`src/rtl/disp_region_mux_if.sv`:
```
// Pixel and configuration bus between lcd_driver/MCU side and disp_region_mux.
// The master side drives requests and config; the slave (compositor) drives pixels out.
interface disp_region_mux_if #(
  parameter int unsigned NUM_SRC = 4,
  parameter int unsigned PIX_W   = 16,
  parameter int unsigned COORD_W = 9,
  parameter int unsigned SRC_W   = 3,
  parameter int unsigned IDX_W   = 3
);
  logic [COORD_W-1:0]       pix_x;
  logic [COORD_W-1:0]       pix_y;
  logic                     pix_req;
  logic [NUM_SRC*PIX_W-1:0] src_data;
  logic [PIX_W-1:0]         bg_color;
  logic                     cfg_we;
  logic [IDX_W-1:0]         cfg_idx;
  logic [COORD_W-1:0]       cfg_y_start;
  logic [COORD_W-1:0]       cfg_y_end;
  logic [SRC_W-1:0]         cfg_src;
  logic                     cfg_en;
  logic                     cfg_commit;
  logic [PIX_W-1:0]         pix_out;
  logic                     pix_out_valid;
  logic                     frame_start;
  logic                     cfg_pending;

  modport master (
    output pix_x, pix_y, pix_req, src_data, bg_color,
    output cfg_we, cfg_idx, cfg_y_start, cfg_y_end, cfg_src, cfg_en, cfg_commit,
    input  pix_out, pix_out_valid, frame_start, cfg_pending
  );

  modport slave (
    input  pix_x, pix_y, pix_req, src_data, bg_color,
    input  cfg_we, cfg_idx, cfg_y_start, cfg_y_end, cfg_src, cfg_en, cfg_commit,
    output pix_out, pix_out_valid, frame_start, cfg_pending
  );
endinterface

```
`src/rtl/disp_region_mux.sv`:
```
// Band-based pixel-source compositor with a double-buffered region table.
// Shadow table is copied to the active table only when a frame-start pixel is accepted.
module disp_region_mux #(
  parameter int unsigned NUM_SRC    = 4,
  parameter int unsigned NUM_REGION = 4,
  parameter int unsigned PIX_W      = 16,
  parameter int unsigned COORD_W    = 9,
  parameter int unsigned SRC_W      = 3,
  parameter int unsigned IDX_W      = 3
) (
  input logic               clk,
  input logic               rst,
  disp_region_mux_if.slave  bus
);

  typedef struct packed {
    logic               en;
    logic [COORD_W-1:0] y_start;
    logic [COORD_W-1:0] y_end;
    logic [SRC_W-1:0]   src;
  } entry_t;

  function automatic entry_t default_entry(input int unsigned i);
    entry_t e;
    e = '0;
    if (i == 0) begin
      e.en    = 1'b1;
      e.y_end = COORD_W'(239);
    end else if (i == 1) begin
      e.en      = 1'b1;
      e.y_start = COORD_W'(240);
      e.y_end   = '1;
      e.src     = SRC_W'(1);
    end
    return e;
  endfunction

  entry_t shadow_q [NUM_REGION];
  entry_t shadow_d [NUM_REGION];
  entry_t active_q [NUM_REGION];
  entry_t active_d [NUM_REGION];

  logic                     pending_q, pending_d;
  logic                     frame_px, swap;
  logic [NUM_REGION-1:0]    hit_d, hit_q;
  logic [NUM_SRC*PIX_W-1:0] data_q;
  logic                     v1_q, v2_q, frame_q;
  logic [PIX_W-1:0]         pix_q, pix_d;
  logic                     sel_hit;
  logic [SRC_W-1:0]         sel_src;

  // Table update and stage-1 hit detection; hits see the post-swap table.
  always_comb begin
    frame_px  = bus.pix_req && (bus.pix_x == '0) && (bus.pix_y == '0);
    swap      = frame_px && (pending_q || bus.cfg_commit);
    pending_d = swap ? 1'b0 : (pending_q | bus.cfg_commit);
    hit_d     = '0;
    for (int i = 0; i < int'(NUM_REGION); i++) begin
      shadow_d[i] = shadow_q[i];
      if (bus.cfg_we && (bus.cfg_idx == IDX_W'(i))) begin
        shadow_d[i] = '{en: bus.cfg_en, y_start: bus.cfg_y_start, y_end: bus.cfg_y_end,
                        src: bus.cfg_src};
      end
      active_d[i] = swap ? shadow_d[i] : active_q[i];
      hit_d[i]    = active_d[i].en && (active_d[i].y_start <= bus.pix_y) &&
                    (bus.pix_y <= active_d[i].y_end);
    end
  end

  // Stage 2: lowest-index hit wins; out-of-range source falls back to background.
  always_comb begin
    sel_hit = 1'b0;
    sel_src = '0;
    for (int i = int'(NUM_REGION) - 1; i >= 0; i--) begin
      if (hit_q[i]) begin
        sel_hit = 1'b1;
        sel_src = active_q[i].src;
      end
    end
    pix_d = bus.bg_color;
    if (sel_hit) begin
      for (int k = 0; k < int'(NUM_SRC); k++) begin
        if (sel_src == SRC_W'(k)) pix_d = data_q[k*PIX_W +: PIX_W];
      end
    end
  end

  always_ff @(posedge clk) begin
    if (rst) begin
      for (int i = 0; i < int'(NUM_REGION); i++) begin
        shadow_q[i] <= default_entry(i);
        active_q[i] <= default_entry(i);
      end
      pending_q <= 1'b0;
      hit_q     <= '0;
      data_q    <= '0;
      v1_q      <= 1'b0;
      v2_q      <= 1'b0;
      frame_q   <= 1'b0;
      pix_q     <= '0;
    end else begin
      for (int i = 0; i < int'(NUM_REGION); i++) begin
        shadow_q[i] <= shadow_d[i];
        active_q[i] <= active_d[i];
      end
      pending_q <= pending_d;
      v1_q      <= bus.pix_req;
      v2_q      <= v1_q;
      frame_q   <= frame_px;
      if (bus.pix_req) begin
        data_q <= bus.src_data;
        hit_q  <= hit_d;
      end
      if (v1_q) pix_q <= pix_d;
    end
  end

  assign bus.pix_out       = pix_q;
  assign bus.pix_out_valid = v2_q;
  assign bus.frame_start   = frame_q;
  assign bus.cfg_pending   = pending_q;

endmodule

```
`src/flat_wrapper.sv`:
```
// flat-port wrapper written by rule: the top's interface ports become plain ports
module disp_region_mux_flat 
#(
  parameter int unsigned NUM_SRC    = 4,
  parameter int unsigned NUM_REGION = 4,
  parameter int unsigned PIX_W      = 16,
  parameter int unsigned COORD_W    = 9,
  parameter int unsigned SRC_W      = 3,
  parameter int unsigned IDX_W      = 3
)
  (clk, rst, bus_pix_x, bus_pix_y, bus_pix_req, bus_src_data, bus_bg_color, bus_cfg_we, bus_cfg_idx, bus_cfg_y_start, bus_cfg_y_end, bus_cfg_src, bus_cfg_en, bus_cfg_commit, bus_pix_out, bus_pix_out_valid, bus_frame_start, bus_cfg_pending);
  disp_region_mux_if #(.NUM_SRC(NUM_SRC), .PIX_W(PIX_W), .COORD_W(COORD_W), .SRC_W(SRC_W), .IDX_W(IDX_W)) bus_i ();
  input logic clk;
  input logic rst;
  input wire logic [$bits(bus_i.pix_x)-1:0] bus_pix_x;
  input wire logic [$bits(bus_i.pix_y)-1:0] bus_pix_y;
  input wire logic [$bits(bus_i.pix_req)-1:0] bus_pix_req;
  input wire logic [$bits(bus_i.src_data)-1:0] bus_src_data;
  input wire logic [$bits(bus_i.bg_color)-1:0] bus_bg_color;
  input wire logic [$bits(bus_i.cfg_we)-1:0] bus_cfg_we;
  input wire logic [$bits(bus_i.cfg_idx)-1:0] bus_cfg_idx;
  input wire logic [$bits(bus_i.cfg_y_start)-1:0] bus_cfg_y_start;
  input wire logic [$bits(bus_i.cfg_y_end)-1:0] bus_cfg_y_end;
  input wire logic [$bits(bus_i.cfg_src)-1:0] bus_cfg_src;
  input wire logic [$bits(bus_i.cfg_en)-1:0] bus_cfg_en;
  input wire logic [$bits(bus_i.cfg_commit)-1:0] bus_cfg_commit;
  output wire logic [$bits(bus_i.pix_out)-1:0] bus_pix_out;
  output wire logic [$bits(bus_i.pix_out_valid)-1:0] bus_pix_out_valid;
  output wire logic [$bits(bus_i.frame_start)-1:0] bus_frame_start;
  output wire logic [$bits(bus_i.cfg_pending)-1:0] bus_cfg_pending;
  assign bus_i.pix_x = bus_pix_x;
  assign bus_i.pix_y = bus_pix_y;
  assign bus_i.pix_req = bus_pix_req;
  assign bus_i.src_data = bus_src_data;
  assign bus_i.bg_color = bus_bg_color;
  assign bus_i.cfg_we = bus_cfg_we;
  assign bus_i.cfg_idx = bus_cfg_idx;
  assign bus_i.cfg_y_start = bus_cfg_y_start;
  assign bus_i.cfg_y_end = bus_cfg_y_end;
  assign bus_i.cfg_src = bus_cfg_src;
  assign bus_i.cfg_en = bus_cfg_en;
  assign bus_i.cfg_commit = bus_cfg_commit;
  assign bus_pix_out = bus_i.pix_out;
  assign bus_pix_out_valid = bus_i.pix_out_valid;
  assign bus_frame_start = bus_i.frame_start;
  assign bus_cfg_pending = bus_i.cfg_pending;
  disp_region_mux #(.NUM_SRC(NUM_SRC), .NUM_REGION(NUM_REGION), .PIX_W(PIX_W), .COORD_W(COORD_W), .SRC_W(SRC_W), .IDX_W(IDX_W)) u_core (.clk(clk), .rst(rst), .bus(bus_i));
endmodule
```
`config.mk`:
```
export PLATFORM = sky130hd
export DESIGN_NAME = disp_region_mux_flat
export DESIGN_NICKNAME = d
export VERILOG_FILES = /design/src/rtl/disp_region_mux_if.sv /design/src/rtl/disp_region_mux.sv /design/src/flat_wrapper.sv
export SDC_FILE = /design/constraint.sdc
export NUM_CORES = 1
export LEC_CHECK = 0
export BUFFER_PORTS_ARGS = -buffer_cell sky130_fd_sc_hd__buf_2
export CORE_MARGIN = 2
export CORE_UTILIZATION = 50
export DETAILED_ROUTE_END_ITERATION = 6
export GPL_TIMING_DRIVEN = 0
export PLACE_DENSITY = 0.68
export SYNTH_ARGS = -nofsm -noshare
export SYNTH_HDL_FRONTEND = slang
export SYNTH_SLANG_ARGS = --single-unit
```
`constraint.sdc`:
```
create_clock -name clk -period 3.5 [get_ports clk]
set_input_delay 0.35 -clock clk [delete_from_list [all_inputs] [get_ports clk]]
set_output_delay 0.35 -clock clk [all_outputs]
set_load 0.005 [all_outputs]
```
== After elaboration in Yosys (flattened, before gate mapping) ==
Memories as Yosys holds them, arrays and structs flattened.
Cells that the tools add are included.

* $lt $le $gt $ge: 8
* Eq/ne operators: 6
* Multiplexer cells: 35
* Bitwise logic cells: 9
* Reduce and logical (&&, ||, !) cells: 21

{| class="wikitable"
|+ Operators by type and width
! operator !! number
|-
| $mux W22 || 17
|-
| $mux W16 || 5
|-
| $le A9 B9 Y1 || 8
|-
| $logic_not A9 Y1 || 2
|-
| $logic_and A1 B1 Y1 || 15
|-
| $eq A3 B2 Y1 const B || 4
|-
| $mux W3 || 4
|-
| $mux W9 || 1
|-
| $or A1 B1 Y1 || 9
|-
| $mux W1 || 8
|-
| $eq A3 B1 Y1 const B || 2
|-
| $logic_not A3 Y1 || 2
|-
| $reduce_or A2 Y1 || 1
|-
| $logic_or A1 B1 Y1 || 1
|}

* Register bits after elaboration: 88
* Memory bits (writable): 176
* Input port bits: 128
* Memories: 2

{| class="wikitable"
|+ Memory list
! memory !! words !! bits a word !! read ports !! clocked after memory_dff !! write ports !! line !! text
|-
| u_core.active_q || 4 || 22 || 4 || 0 || 4 || disp_region_mux.sv:40 || <nowiki>entry_t active_q [NUM_REGION];</nowiki>
|-
| u_core.shadow_q || 4 || 22 || 4 || 0 || 4 || disp_region_mux.sv:38 || <nowiki>entry_t shadow_q [NUM_REGION];</nowiki>
|}

== Logic depth before layout (Yosys ltp) ==
Gate-level depths: netlist of the first run.

* Depth after elaboration: 10
* Mapped depth: 15

== Worst setup path after synthesis of the first run ==
Ideal clock, no wire load.

* Kind: input port to flip-flop
* From: input port bus_pix_req
* To: register u_core.hit_q[0]
* Arrival: 2.782 ns
* Setup slack: 0.617 ns
* Cell stages on the path: 14
* Cell sequence: buf_2 nor4b_2 nand4_1 or3_1 buf_2 buf_2 a21oi_1 ha_1 a21o_1 a21oi_1 nor2b_1 o21ai_0 a31oi_1 o41ai_1

* Longest elaborated chain between the ends: 7
* Elaborated cells between the ends (all ways): 8

{| class="wikitable"
|+ RTL lines
! element !! line !! text
|-
| from (decl) || flat_wrapper.sv:17 || <nowiki>input wire logic [$bits(bus_i.pix_req)-1:0] bus_pix_req;</nowiki>
|-
| $logic_and A1 B1 Y1 (2 in a row) || disp_region_mux.sv:54 || <nowiki>frame_px = bus.pix_req && (bus.pix_x == '0) && (bus.pix_y == '0);</nowiki>
|-
| $logic_and A1 B1 Y1 || disp_region_mux.sv:55 || <nowiki>swap = frame_px && (pending_q || bus.cfg_commit);</nowiki>
|-
| $mux W22 || disp_region_mux.sv:64 || <nowiki>active_d[i] = swap ? shadow_d[i] : active_q[i];</nowiki>
|-
| $le A9 B9 Y1 || disp_region_mux.sv:65 || <nowiki>hit_d[i] = active_d[i].en && (active_d[i].y_start <= bus.pix_y) &&</nowiki>
|-
| $logic_and A1 B1 Y1 (2 in a row) || disp_region_mux.sv:65 ||
|-
| to (signal assigned) || disp_region_mux.sv:112 || <nowiki>hit_q <= hit_d;</nowiki>
|-
| to (decl) || disp_region_mux.sv:45 || <nowiki>logic [NUM_REGION-1:0] hit_d, hit_q;</nowiki>
|}

Several ways; a longest one is shown, not always the timed one.
A chain may end at the register's enable or synchronous reset.

== Final worst setup path of the first run ==
* From: register u_core.pending_q, in the netlist u_core.bus.cfg_pending
* To: register u_core.hit_q[0]

* Longest elaborated chain between the ends: 6
* Elaborated cells between the ends (all ways): 7

{| class="wikitable"
|+ RTL lines
! element !! line !! text
|-
| from (decl) || disp_region_mux.sv:43 || <nowiki>logic pending_q, pending_d;</nowiki>
|-
| from (signal assigned) || disp_region_mux.sv:106 || <nowiki>pending_q <= pending_d;</nowiki>
|-
| $logic_or A1 B1 Y1 (*) || disp_region_mux.sv:55 ||
|-
| $logic_and A1 B1 Y1 (*) || disp_region_mux.sv:55 ||
|-
| $mux W22 (*) || disp_region_mux.sv:64 ||
|-
| $le A9 B9 Y1 || disp_region_mux.sv:65 ||
|-
| $logic_and A1 B1 Y1 || disp_region_mux.sv:65 ||
|-
| $logic_and A1 B1 Y1 (*) || disp_region_mux.sv:65 ||
|}

Mark *: on every way between the ends. The rest lies on a longest branch, timed or not.

==> flow_summary_export.csv, run 1 <==
group,metric,value,unit
sta,final_hold_viol_count,0,
yosys,avgSynthCellArea,9.11,um2
worst_hold_path,min_path_type,"input pin to register",
setup_path,worstSetupPathType,"register to register",
sta,fin_worst_skew,0.0196,ns
setup_path,regToRegSetupSlack,0.22,ns
finish,multi_input_area,6310,um2
setup_path,critical_path.top_delay_family,"compound AO/OA/AOI/OAI gates",
global_route,grt_antenna_before_repair,0,
floorplan,core,23500,um2
setup_path,cp.depth,12,
route,via_per_inst,5.49,
power_and_ir_drop,p_leak,6.12,nW
clock_tree,cts_setup_buffers,0,
yosys,synth_edf_count,0,
yosys,yosys-top-cells-area,"dfxtp_1 (44%), mux2i_1 (12%), ha_1 (7.5%)",
floorplan,ioPinCount,147,
setup_path,cp_max_fo,10,
route,via_count,10065,
yosys,ys_warn_count,0,
setup_path,arrival,3.71,ns
global_route,overflow,0,
clock_tree,cts.sinks,264,
yosys,synth_cells,1319,
global_route,grt_pass1_wl,53500,um
floorplan,die_w,159,um
route,antenna_left,0,
placement,placed_cell_area,13100,um2
setup_path,critical-path-slowest-cell,"or3_1",
yosys,synthArstFlopShare,0,
setup_path,worstSetupEndpointType,"register",
finish,regArea,5290,um2
sta,fmax,305,MHz
finish,antenna_cells,0,
sta,fin_crit_sh,0.937,
sta,setup_violations,0,
global_route,grt_use_total,0.265,
finish,design_area,14100,um2
floorplan,num_rows,56,
clock_tree,clockRootBuffer,"clkbuf_16",
placement,dp.cells,1782,
clock_tree,path_clk_slew,0.07,ns
route,wl_per_cell,18.7,um
floorplan,die_y,159,um
clock_tree,cts_tree,"built",
placement,place_hpwl,25700,um
power_and_ir_drop,p_per_area,501,nW/um2
route,drc_errors,0,
finish,fin_cells,1832,
placement,gp_congestion,0.897,
sta,rsz0062_at_grt,"false",
placement,dpl_worst_slack,-0.460,ns
yosys,netlist_top_cells_count,"dfxtp_1 (264), nor2_1 (216), mux2i_1 (146)",
yosys,synth_area,12000,um2
setup_path,critical_path.startpoint_type,"register",
route,firstDrtPassIters,5,
setup_path,crit_path_max_incr_delay,0.48,ns
yosys,seq_area_frac_synth,0.440,
yosys,yosysMostFrequentCell,"dfxtp_1",
clock_tree,clockBufferDepth,3,
outcome,status,"complete, no violations",
clock_tree,htree_num_levels,1,
power_and_ir_drop,vdd_ir_drop_max,0.381,mV
clock_tree,numCtsBuffers,28,
route,dr.first_iter.drc_count,703,
sta,min_period,3.28,ns
yosys,synth_nets,1519,
finish,n_fill_cell,2156,
setup_path,worstSetupEndpoint,"u_core.hit_q[0]",
global_route,first_global_vias,9768,
yosys,synth.top_cell.area_share,0.440,
global_route,grt_max_degree,15,
finish,layout-area-overhead-vs-synth,17.7,%
setup_path,cp_cell_sequence,"nor2_1 -> or3_1 -> buf_2 -> buf_2 -> a21oi_1 -> ha_1 -> a21o_1 -> a21oi_1 -> nor2b_1 -> o21ai_0 -> a31oi_1 -> o41ai_1",
setup_path,worst_r2r_startpoint,"u_core.bus.cfg_pending",
finish,nets,1693,
sta,slew_headroom,0.281,
setup_path,reg2regPathDepth,12,
setup_path,cp-startpoint,"u_core.bus.cfg_pending",
job,cap_viol_max_count,0,
floorplan,start_util,0.511,
clock_tree,clk-insertion-delay-late,0.55,ns
yosys,ys_types,55,
yosys,ys.flop_type,"dfxtp_1",
sta,layout_setup_ws,0.220,ns
placement,port_buffers,144,
route,routed_wl,34200,um
setup_path,cp.required,3.93,ns
setup_path,crit_buf_inv,2,
sta,worstMarginPinSlew,1.08,ns
sta,slew_viol_final,0,
finish,drive_gt1_frac,0.180,
setup_path,r2r_end,"u_core.hit_q[0]",
worst_hold_path,hold_start,"bus_src_data[35]",
yosys,synth_area_leader_cell,"dfxtp_1",
yosys,ys_ff_latch,264,
floorplan,dieArea,25300,um2
worst min path at each step:
stage / slack [ns] / end / depth (start not counted)
2_1_floorplan: 0.43 / u_core.active_q[0][21] / 2
3_3_place_gp: 0.45 / u_core.active_q[0][21] / 2
3_5_place_dp: 0.45 / u_core.active_q[0][21] / 2
4_1_cts: 0.03 / u_core.data_q[40] / 3
5_1_grt: 0.04 / u_core.data_q[40] / 3
6_report: 0.04 / u_core.data_q[35] / 3
layout by cell type (no fill, tap or decap), types with 3 or more instances in the layout:
cell,count
nor2_1,216
nand4_1,11
a311oi_1,16
o21ai_1,29
nand2b_1,47
a211oi_1,5
inv_1,15
or3_1,4
buf_1,7
buf_2,174
dfxtp_1,264
o21ai_0,34
clkbuf_16,29
mux2i_1,146
bufinv_16,5
nor4_1,4
nand3_1,40
o21a_1,3
nor2b_1,38
clkinv_2,7
clkbuf_8,4
mux2_2,20
a21o_1,20
nor3_1,8
o211ai_1,17
clkbuf_1,46
nand2_1,78
or2_2,20
o22a_1,12
ha_1,72
a21oi_1,79
a221oi_1,4
final cells by class:
class | count | area share
well taps | 319 | 0.0282
plain buffers | 86 | 0.0272
flip-flops and latches | 264 | 0.374
clock inverters | 14 | 0.0142
inverters | 15 | 0.00398
repair buffers | 144 | 0.0509
clock buffers | 36 | 0.0560
multi-input cells | 954 | 0.446
sequential cells by signal, indices dropped and copies added (netlist names):
| name | flops |
|---|---|
| u_core.active_q | 88 |
| u_core.bus.cfg_pending | 1 |
| u_core.bus.frame_start | 1 |
| u_core.bus.pix_out | 16 |
| u_core.bus.pix_out_valid | 1 |
| u_core.data_q | 64 |
| u_core.hit_q | 4 |
| u_core.shadow_q | 88 |
| u_core.v1_q | 1 |
power by group:
part	switching, mW	total (mW)	internal (mW)
clock network	1.22	3.18	1.96
logic	0.478	0.778	0.300
registers	0.0434	3.14	3.09
total	1.75	7.09	5.35
metal layers:
metal	global-route usage	part of all wire	vias up
li1	-	-	4945
met1	0.353	0.45	4690
met2	0.438	0.46	361
met3	0.0471	0.067	69
met4	0.0851	0.029	0
met5	0	0	-
cells by family (layout without fill, tap and decap cells):
logic type                 after synthesis  in the layout  synth area share
adders and majority gates               72             72            0.0750
buffers and inverters                  101            295            0.0365
AOI/OAI and AO/OA                      239            239             0.125
DFF                                    264            264             0.440
muxes                                  166            166             0.140
and+or+nand+nor                        477            477             0.184
worst register-to-register path: cells and delay by family (launching register included):
kind	cells	cell delay (ns)
AOI/OAI and AO/OA	6	1.38
adders and majority gates	1	0.29
buffers and inverters	2	0.49
DFF	1	0.37
and+or+nand+nor	3	0.64
through the flow:
step	hold slack, ns	setup TNS, ns	util	total power [mW]
6_report	0.0351	0	0.601	7.09
5_1_grt	0.0362	0	0.601	7.33
4_1_cts	0.0331	0	0.600	7.11
3_5_place_dp	0.455	-1.71	0.558	3.97
3_3_place_gp	0.450	-1.59	0.558	3.96
2_1_floorplan	0.431	0	-	3.66
repair_timing:
item / in CTS / in global routing
hold buffers: 0 / 0
endpoints found under the setup margin: 0 / 3
gates resized for setup: 0 / 6
No activity file was read; power rests on OpenSTA's default activity.
==> inputs of run 2 (changes only) <==
--- a/config.mk
+++ b/config.mk
@@ -5,12 +5,12 @@
 export SDC_FILE = /design/constraint.sdc
 export NUM_CORES = 1
 export LEC_CHECK = 0
-export BUFFER_PORTS_ARGS = -buffer_cell sky130_fd_sc_hd__buf_2
 export CORE_MARGIN = 2
 export CORE_UTILIZATION = 50
 export DETAILED_ROUTE_END_ITERATION = 6
+export DONT_BUFFER_PORTS = 1
 export GPL_TIMING_DRIVEN = 0
-export PLACE_DENSITY = 0.68
+export PLACE_DENSITY = 0.63
 export SYNTH_ARGS = -nofsm -noshare
 export SYNTH_HDL_FRONTEND = slang
 export SYNTH_SLANG_ARGS = --single-unit
==> run 2 against run 1 <==
  * Critical path depth did not move
  * Final cell count fell by 3.0%
  * Clock skew fell by 0.0095 ns
  * Sequential cell count did not move
  * Worst setup slack got worse by 0.10 ns
  * Design area rose by 0.58%
  * Register-to-register slack got worse by 0.10 ns
==> flow_summary_export.csv, run 2 (synthesized netlist as in run 1, its figures left out) <==
group,metric,value,unit
route,met1_length,16100,um
route,wl_per_cell,20.2,um
finish,drive_gt1_frac,0.0850,
clock_tree,path_clk_slew,0.06,ns
setup_path,worstSetupPathType,"register to register",
sta,slew_viol_final,0,
route,via_per_inst,5.54,
setup_path,cp_cell_sequence,"nor2_1 -> or3_1 -> buf_6 -> clkbuf_1 -> a21oi_1 -> ha_1 -> o21ai_0 -> a21oi_1 -> o31ai_1 -> a211oi_1 -> a21oi_1 -> a32o_1",
worst_hold_path,hold_start,"bus_cfg_y_start[7]",
setup_path,cp_max_fo,10,
placement,dp.cells,1638,
global_route,grt_max_degree,15,
finish,reg_top3,"u_core.active_q: 88 flops, u_core.shadow_q: 88 flops, u_core.data_q: 64 flops",
global_route,grt_antenna_before_repair,0,
finish,antenna_cells,0,
route,via_count,9853,
clock_tree,cts_tree,"built",
route,routed_wl,35800,um
setup_path,arrival,3.82,ns
sta,setup_violations,0,
setup_path,cp.depth,12,
clock_tree,clk-insertion-delay-late,0.56,ns
sta,fin_crit_sh,0.966,
sta,final_hold_viol_count,0,
setup_path,critical_path.startpoint_type,"register",
route,met3WireLength,2270,um
setup_path,worstSetupEndpointType,"register",
placement,port_buffers,0,
outcome,status,"complete, no violations",
floorplan,dieArea,25300,um2
setup_path,path_common_cell,"a21oi_1",
route,drc_errors,0,
finish,fin_cells,1777,
route,antenna_left,0,
global_route,overflow,0,
placement,placed_cell_area,12400,um2
route,dr_wl_met2,16700,um
sta,worstMarginPinSlew,1.13,ns
global_route,grt_pass1_wl,55300,um
setup_path,crit_path_max_incr_delay,0.46,ns
clock_tree,clockBufferDepth,3,
setup_path,reg2regPathDepth,12,
finish,n_fill_cell,2136,
worst_hold_path,hold_depth,2,
power_and_ir_drop,p_per_area,484,nW/um2
setup_path,crit_buf_inv,2,
sta,holdWs,0.0101,ns
finish,design_area,14200,um2
route,dr.first_iter.drc_count,630,
clock_tree,cts_setup_buffers,0,
setup_path,critical-path-slowest-cell,"clkbuf_1",
finish,nets,1637,
global_route,grt_use_total,0.277,
clock_tree,cts.sinks,264,
setup_path,critical_path.top_delay_family,"compound AO/OA/AOI/OAI gates",
floorplan,ioPinCount,147,
placement,dpl_worst_slack,-0.371,ns
sta,slew_headroom,0.245,
floorplan,die_y,159,um
placement,gp_congestion,0.887,
job,cap_viol_max_count,0,
setup_path,cp-startpoint,"u_core.bus.cfg_pending",
clock_tree,clockRootBuffer,"clkbuf_16",
placement,place_hpwl,25600,um
clock_tree,htree_num_levels,1,
clock_tree,numCtsBuffers,30,
power_and_ir_drop,power,6.89,mW
power_and_ir_drop,p_leak,5.86,nW
power_and_ir_drop,vdd_ir_drop_max,0.406,mV
sta,min_period,3.38,ns
sta,fmax,296,MHz
floorplan,die_w,159,um
finish,final_common_cell,"dfxtp_1",
global_route,first_global_vias,9746,
sta,layout_setup_ws,0.119,ns
finish,layout_common_cells,"dfxtp_1 (264), nor2_1 (216), mux2i_1 (146)",
route,top_layer,"met4",
floorplan,num_rows,56,
sta,rsz0062_at_grt,"false",
worst_hold_path,min_path_type,"input pin to register",
setup_path,worst_r2r_startpoint,"u_core.bus.cfg_pending",
sta,fin_worst_skew,0.0102,ns
floorplan,core,23500,um2
finish,layout-area-overhead-vs-synth,18.4,%
route,firstDrtPassIters,5,
setup_path,cp.required,3.94,ns
floorplan,start_util,0.511,
-- run 2: cell types whose count changed in the layout (fill, tap and decap cells not counted), sizes merged --
cell         previous run  this run
dlygate4sd3             0        86
clkinv                  7         4
inv                    15        16
buf                   185        41
clkbuf                 81        92
bufinv                  5         0
clkinvlp                2         1
-- run 2: report_power, final --
| part | switching, mW | internal, mW |
|---|---|---|
| logic | 0.429 | 0.302 |
| clock network | 1.25 | 1.76 |
| registers | 0.0512 | 3.10 |
| total | 1.73 | 5.16 |
-- run 2: repair_timing --
| action | in CTS | in global routing |
|---|---|---|
| resized for setup | 0 | 3 |
| endpoints found under the hold margin | 125 | 0 |
| hold buffers | 86 | 0 |
| setup endpoints to repair | 0 | 2 |
-- run 2: path summary, 6_finish.rpt --
path	endpoint	slack, ns
setup reg to reg	u_core.hit_q[2]	0.12
hold / removal	u_core.shadow_q[0][63]	0.01
setup / recovery	u_core.hit_q[2]	0.12
hold reg to reg	u_core.active_q[0][4]	0.47
-- run 2: layer usage --
metal	up-vias	GRT usage
met4	0	0.0653
li1	4834	-
met1	4653	0.368
met2	316	0.469
met5	-	0
met3	50	0.0511
-- run 2: metrics by stage --
step | TNS [ns] | utilization
3_5_place_dp | -1.12 | 0.527
6_report | 0 | 0.604
2_1_floorplan | 0 | -
4_1_cts | 0 | 0.604
3_3_place_gp | -1.11 | 0.527
5_1_grt | 0 | 0.604
-- run 2: cell type report --
class                           instances  area (um2)  share of cell area
Buffer                                 86         384              0.0270
Clock buffer                           47         906              0.0637
Clock inverter                          6        36.3             0.00255
Inverter                               15        56.3             0.00396
Multi-Input combinational cell        954        6300               0.443
Sequential cell                       264        5290               0.371
Tap cell                              319         399              0.0280
Timing Repair Buffer                   86         861              0.0605
